--- src/rtl/bch_eras_pkg.sv ---
// Shared types and defaults for the BCH erasure decoder buffer pool.
// Locator polynomial buses are packed flat: coefficient j of variant k sits at bits [(k*(t+1)+j)*m +: m].
package bch_eras_pkg;

    typedef enum logic [1:0] {
        BUF_FREE    = 2'd0,
        BUF_FILL    = 2'd1,
        BUF_WAIT_BM = 2'd2,
        BUF_SEARCH  = 2'd3
    } buf_state_t;

    localparam int M_DEF     = 4;
    localparam int N_DEF     = 15;
    localparam int D_DEF     = 7;
    localparam int PTR_W_DEF = 1;
    localparam int T_DEF     = (D_DEF - 1) / 2;

    typedef logic [PTR_W_DEF-1:0] ptr_t;
    typedef logic [M_DEF-1:0]     data_t;

endpackage

--- src/rtl/bch_eras_ptr_fifo.sv ---
// Two-entry FIFO of buffer pointers in Chien-search order; a pop on empty and a push on full
// without a simultaneous pop are dropped.
module bch_eras_ptr_fifo
    import bch_eras_pkg::*;
#(
    parameter int ptr_w = PTR_W_DEF
) (
    input  logic             iclk,
    input  logic             ireset_n,
    input  logic             iclkena,
    input  logic             ipush,
    input  logic             ipop,
    input  logic [ptr_w-1:0] idat,
    output logic [ptr_w-1:0] ohead,
    output logic             ofull,
    output logic             oempty
);

    logic [ptr_w-1:0] mem [2];
    logic             wr_idx;
    logic             rd_idx;
    logic [1:0]       cnt;
    logic             do_push;
    logic             do_pop;

    assign oempty  = (cnt == 2'd0);
    assign ofull   = (cnt == 2'd2);
    assign do_pop  = ipop & ~oempty;
    assign do_push = ipush & (~ofull | do_pop);
    assign ohead   = mem[rd_idx];

    always_ff @(posedge iclk or negedge ireset_n) begin
        if (!ireset_n) begin
            wr_idx <= 1'b0;
            rd_idx <= 1'b0;
            cnt    <= 2'd0;
        end else if (iclkena) begin
            if (do_push) wr_idx <= ~wr_idx;
            if (do_pop)  rd_idx <= ~rd_idx;
            cnt <= cnt + 2'(do_push) - 2'(do_pop);
        end
    end

    always_ff @(posedge iclk) begin
        if (iclkena && do_push) mem[wr_idx] <= idat;
    end

endmodule

--- src/rtl/bch_eras_buf_sched.sv ---
// Frame buffer pool scheduler: round-robin allocation to the writer, one-deep BM holding
// register, Chien issue pacing every n enabled cycles, and release on Chien end-of-frame.
module bch_eras_buf_sched
    import bch_eras_pkg::*;
#(
    parameter int m     = M_DEF,
    parameter int n     = N_DEF,
    parameter int d     = D_DEF,
    parameter int ptr_w = PTR_W_DEF
) (
    input  logic                           iclk,
    input  logic                           ireset_n,
    input  logic                           iclkena,
    input  logic                           iwr_sop,
    input  logic                           iwr_eop,
    output logic                           owr_rdy,
    output logic [ptr_w-1:0]               owr_ptr,
    input  logic                           ibm_val,
    input  logic [ptr_w-1:0]               ibm_ptr,
    input  logic [2*((d-1)/2+1)*m-1:0]     ibm_poly,
    output logic                           obm_rdy,
    output logic                           oloc_poly_val,
    output logic [ptr_w-1:0]               oloc_poly_ptr,
    output logic [2*((d-1)/2+1)*m-1:0]     oloc_poly,
    input  logic                           ich_eof,
    output logic                           obusy,
    output logic [2:0]                     oerr
);

    localparam int t      = (d - 1) / 2;
    localparam int nbuf   = 2 ** ptr_w;
    localparam int poly_w = 2 * (t + 1) * m;
    localparam int gap_w  = $clog2(n);
    localparam logic [gap_w-1:0] gap_load = gap_w'(n - 1);

    buf_state_t        buf_st     [nbuf];
    buf_state_t        buf_st_nxt [nbuf];
    logic [ptr_w-1:0]  alloc_ptr;
    logic [ptr_w-1:0]  fill_ptr;
    logic              fill_open;
    logic              hold_val;
    logic [ptr_w-1:0]  hold_ptr;
    logic [poly_w-1:0] hold_poly;
    logic [gap_w-1:0]  gap;
    logic              ch_free;
    logic              issue;
    logic              sop_ok;
    logic              eop_ok;
    logic              bm_acc;
    logic              rel;
    logic [ptr_w-1:0]  fifo_head;
    logic              fifo_full;
    logic              fifo_empty;
    logic [2:0]        err_set;

    // An eop in the same cycle closes the fill before the sop is judged.
    assign owr_rdy = (buf_st[alloc_ptr] == BUF_FREE) & (~fill_open | iwr_eop);
    assign owr_ptr = alloc_ptr;
    assign eop_ok  = iclkena & iwr_eop & fill_open;
    assign sop_ok  = iclkena & iwr_sop & owr_rdy;

    assign ch_free = (gap == '0);
    assign issue   = iclkena & hold_val & ch_free;
    assign obm_rdy = ~hold_val | issue;
    assign bm_acc  = iclkena & ibm_val & obm_rdy;
    assign rel     = iclkena & ich_eof & ~fifo_empty;

    assign err_set[0] = iclkena & ((iwr_sop & ~owr_rdy) | (iwr_eop & ~fill_open));
    assign err_set[1] = bm_acc & (buf_st[ibm_ptr] != BUF_WAIT_BM);
    assign err_set[2] = iclkena & ((ich_eof & fifo_empty) | (issue & fifo_full & ~ich_eof));

    always_comb begin
        for (int i = 0; i < nbuf; i++) buf_st_nxt[i] = buf_st[i];
        if (rel)    buf_st_nxt[fifo_head] = BUF_FREE;
        if (eop_ok) buf_st_nxt[fill_ptr]  = BUF_WAIT_BM;
        if (issue)  buf_st_nxt[hold_ptr]  = BUF_SEARCH;
        if (sop_ok) buf_st_nxt[alloc_ptr] = BUF_FILL;
    end

    always_comb begin
        obusy = 1'b0;
        for (int i = 0; i < nbuf; i++) begin
            if (buf_st[i] != BUF_FREE) obusy = 1'b1;
        end
    end

    always_ff @(posedge iclk or negedge ireset_n) begin
        if (!ireset_n) begin
            for (int i = 0; i < nbuf; i++) buf_st[i] <= BUF_FREE;
            alloc_ptr     <= '0;
            fill_ptr      <= '0;
            fill_open     <= 1'b0;
            hold_val      <= 1'b0;
            hold_ptr      <= '0;
            gap           <= '0;
            oloc_poly_val <= 1'b0;
            oloc_poly_ptr <= '0;
            oloc_poly     <= '0;
            oerr          <= '0;
        end else if (iclkena) begin
            for (int i = 0; i < nbuf; i++) buf_st[i] <= buf_st_nxt[i];
            if (sop_ok) begin
                alloc_ptr <= alloc_ptr + 1'b1;
                fill_ptr  <= alloc_ptr;
            end
            fill_open <= sop_ok | (fill_open & ~eop_ok);
            if (bm_acc) begin
                hold_val <= 1'b1;
                hold_ptr <= ibm_ptr;
            end else if (issue) begin
                hold_val <= 1'b0;
            end
            // Reload n-1 so consecutive issues land exactly n enabled cycles apart.
            if (issue)            gap <= gap_load;
            else if (gap != '0)   gap <= gap - 1'b1;
            oloc_poly_val <= issue;
            if (issue) begin
                oloc_poly_ptr <= hold_ptr;
                oloc_poly     <= hold_poly;
            end
            oerr <= oerr | err_set;
        end
    end

    always_ff @(posedge iclk) begin
        if (bm_acc) hold_poly <= ibm_poly;
    end

    bch_eras_ptr_fifo #(
        .ptr_w (ptr_w)
    ) u_search_fifo (
        .iclk     (iclk),
        .ireset_n (ireset_n),
        .iclkena  (iclkena),
        .ipush    (issue),
        .ipop     (iclkena & ich_eof),
        .idat     (hold_ptr),
        .ohead    (fifo_head),
        .ofull    (fifo_full),
        .oempty   (fifo_empty)
    );

endmodule

--- config.mk ---
export PLATFORM = sky130hd
export DESIGN_NAME = bch_eras_buf_sched
export DESIGN_NICKNAME = d
export VERILOG_FILES = /design/src/rtl/bch_eras_pkg.sv /design/src/rtl/bch_eras_ptr_fifo.sv /design/src/rtl/bch_eras_buf_sched.sv
export SDC_FILE = /design/constraint.sdc
export NUM_CORES = 1
export LEC_CHECK = 0
export ABC_AREA = 1
export CORE_UTILIZATION = 40
export CTS_BUF_LIST = sky130_fd_sc_hd__clkbuf_8
export DETAILED_ROUTE_END_ITERATION = 10
export PLACE_DENSITY_LB_ADDON = 0.25
export REMOVE_ABC_BUFFERS = 1
export SETUP_SLACK_MARGIN = 0.5
export SYNTH_ARGS = -nofsm -noshare
export SYNTH_HDL_FRONTEND = slang
export SYNTH_SLANG_ARGS = --single-unit
--- constraint.sdc ---
create_clock -name iclk -period 4.48 [get_ports iclk]
set_clock_uncertainty 0.2 [all_clocks]
set_input_delay 0.896 -clock iclk [delete_from_list [all_inputs] [get_ports iclk]]
set_output_delay 0.896 -clock iclk [all_outputs]
set_load 0.005 [all_outputs]
==> results.md <==
* Area leader, netlist: dfrtp_1
* RePlAce Congestion at 0.769
* Largest cells by area after synthesis: dfrtp_1, edfxtp_1, nand2_1
* Setup Buffers After CTS at 0
* ANT cells at 0
* Drt drc at 0
* WL final at 6.38 mm
* Final worst path period need at 3.49 ns
* Nets at 456
* CP Cell Sequence: clkdlybuf4s50_1, buf_4, nand2_4, inv_2, nand3_2, nand2_1, clkdlybuf4s50_1
* Leak at 2.08 nW
* H-Tree Depth at 3
* Clock insertion delay at the later pin of the skew report at 0.35 ns
* Max-slew violations at 0
* WL/cell at 12.2 microns
* Reg clk slew, reported paths at 0.09 ns
* Post-cts resize count at 0
* Most frequent cells in the layout: nand2_1, clkdlybuf4s50_1, dfrtp_1, edfxtp_1, inv_1
* Via count at 2380
* P_int at 1.80 mW
* Final period util at 0.778
* Critical Path Start: iclkena
* Iter 0 DRT Violations at 117
* CTS tree: built
* Hold Crit Class: register to register
* Top routing layer used: met4
* Asr flop ratio synth at 0.614
* Max Cap Viol at 0
* Max Freq at 287 MHz
* Grt ovf at 0
* Register area at 2370 sq um
* Area growth syn-to-layout at 31.5%
* Routed length on met2 at 3.00 mm
* Status: finished, final reports clean
* CTS Buffer Depth at 2
* Worst-margin pin slew at 0.674 ns
* Largest net degree at the start of global routing at 55
* Worst VDD drop at 0.234 mV
* Die area at 8950 sq um
* Clock share of power at 0.205
* Commonest non-fill, non-tap cell in the layout: nand2_1
* Site Rows at 33
* Layout cells sized above 1 at 0.0743
* Area taken by multi-input logic gates at 882 sq um
* Setup Viol. Count Final at 0
* Hold Buf Count CTS at 0
* R2R Path Start: gap[0]
* Post-synthesis cell type count at 24
* Mean Syn Cell Area at 10.6 sq um
* Post-Syn Instances at 324
* Slowest-stage cell, CP: clkdlybuf4s50_1
* Filler Cells Inserted at 769
* Flop pwr share at 0.473
* Register area share after synthesis at 0.691
* TritonCTS Buffers at 9
* Post-DP HPWL at 4.37 mm
* Critical Path End Type: output pin
* Vias per cell at 4.56
* Die X at 94.6 microns
* Max incr delay on CP at 0.52 ns
* Number of global-route vias before repair at 2380
* Combinational power share at 0.322
* Core Region at 8260 sq um
* CP max FO at 9
* Critical path data arrival time at 2.39 ns
* Post-synth EDFFs at 34
* Clock sinks at 88
* Most common cell on crit path: clkdlybuf4s50_1
* Routed met1 length at 2.95 mm
* Synth top area share at 0.394
* Syn Std Cell Area at 3430 sq um
* Hold path start: hold_poly[6]
* I/O Buffers at 80
* Initial antenna violation count at 0
* Pre-antenna DRT Iters at 4
* PD cells at 579 nW/um^2
* Relative slew slack at 0.551
* Io pins at 81
* Synth warn at 0
* RSZ-0062 raised after global routing: no
* First-pass GRT wire length at 10.7 mm
* Final hold violation count at 0
* Ys flop type: dfrtp_1
* Initial core utilization at 0.415
* Setup TNS at 0 ns
* Die height at 94.6 microns
* Total GRT Usage at 0.160
* Flop and latch count out of synthesis at 88
* Antenna violation net count after detailed routing at 0
* Critical path startpoint category: input pin
* CTS Root Buffer Type: clkbuf_8
* Utilization after layout at 0.547
* Switching Share at 0.311
* Psw at 811 uW
* Length of routed met3 wiring at 318 microns
* Worst path required time at 3.38 ns
* CP Class: input pin to output pin
-- final timing paths --
| check | slack (ns) | endpoint | cells after the start |
|---|---|---|---|
| max in group asynchronous | 3.16 | u_search_fifo.wr_idx | 2 |
| setup / recovery | 0.99 | obm_rdy | 7 |
| setup reg to reg | 2.10 | hold_poly[20] | 7 |
| hold reg to reg | 0.24 | oloc_poly[6] | 2 |
| min in group asynchronous | 0.47 | oloc_poly[29] | 2 |
| hold / removal | 0.24 | oloc_poly[6] | 2 |
-- routing by layer --
metal / GRT usage / up-vias
li1: - / 1202
met1: 0.198 / 1102
met2: 0.263 / 67
met3: 0.0411 / 9
met4: 0.0720 / 0
met5: 0 / -
-- registers in the layout (all words and copies together), names as in the netlist --
signal / count
buf_st: 4
fill_open: 1
fill_ptr: 1
gap: 4
hold_poly: 32
hold_ptr: 1
hold_val: 1
oerr: 3
oloc_poly: 32
oloc_poly_ptr: 1
oloc_poly_val: 1
owr_ptr: 1
u_search_fifo.cnt: 2
u_search_fifo.mem: 2
u_search_fifo.rd_idx: 1
u_search_fifo.wr_idx: 1
-- power groups by stage --
stage | combinational [mW] | sequential, mW | clock, mW
after CTS | 0.856 | 1.24 | 0.551
after global placement | 0.823 | 1.25 | 0
final | 0.841 | 1.24 | 0.536
after global routing | 0.957 | 1.27 | 0.589
after detailed placement | 0.855 | 1.25 | 0
after floorplan | 0.390 | 1.24 | 0
-- kinds of logic (layout without fill, tap and decap cells) --
| logic type | count (synthesis) | after routing | share of synthesized area |
|---|---|---|---|
| adder cells (fa/ha/maj) | 4 | 4 | 0.0146 |
| XOR/XNOR | 2 | 2 | 0.00511 |
| AND/OR/NAND/NOR | 183 | 183 | 0.218 |
| buffers and inverters | 34 | 127 | 0.0514 |
| flip-flops | 88 | 88 | 0.691 |
| AO/OA/AOI/OAI | 13 | 13 | 0.0197 |
-- final cells by class --
type,count,share of cell area
clock buffers,9,0.0274
clock inverters,7,0.0161
inverters,26,0.0216
multi-input cells,202,0.195
flip-flops and latches,88,0.526
well taps,105,0.0291
repair buffers,85,0.185
-- synth_stat cells, drive strengths merged (3+ instances only) --
cell type / n
nand3: 13
a21oi: 3
ha: 4
buf: 8
dfrtp: 54
inv: 25
o21ai: 9
edfxtp: 34
nand4: 5
nand2: 145
nor2: 18
-- per-stage QoR --
stage	instance area, sq um	std cells	worst slack [ns]	hold slack [ns]	power (mW)
4_1_cts	4510	522	0.982	0.240	2.65
2_1_floorplan	3350	316	1.46	0.218	1.63
3_3_place_gp	4320	506	1.02	0.222	2.08
6_report	4510	522	0.994	0.236	2.61
3_5_place_dp	4320	506	0.990	0.226	2.10
5_1_grt	4510	522	0.910	0.255	2.81
-- worst max-delay path: cells and delay by family --
family	cells	cell delay (ns)
buffers and inverters	4	1.23
AND/OR/NAND/NOR	3	0.26
Power figures use the tool's default switching activity.
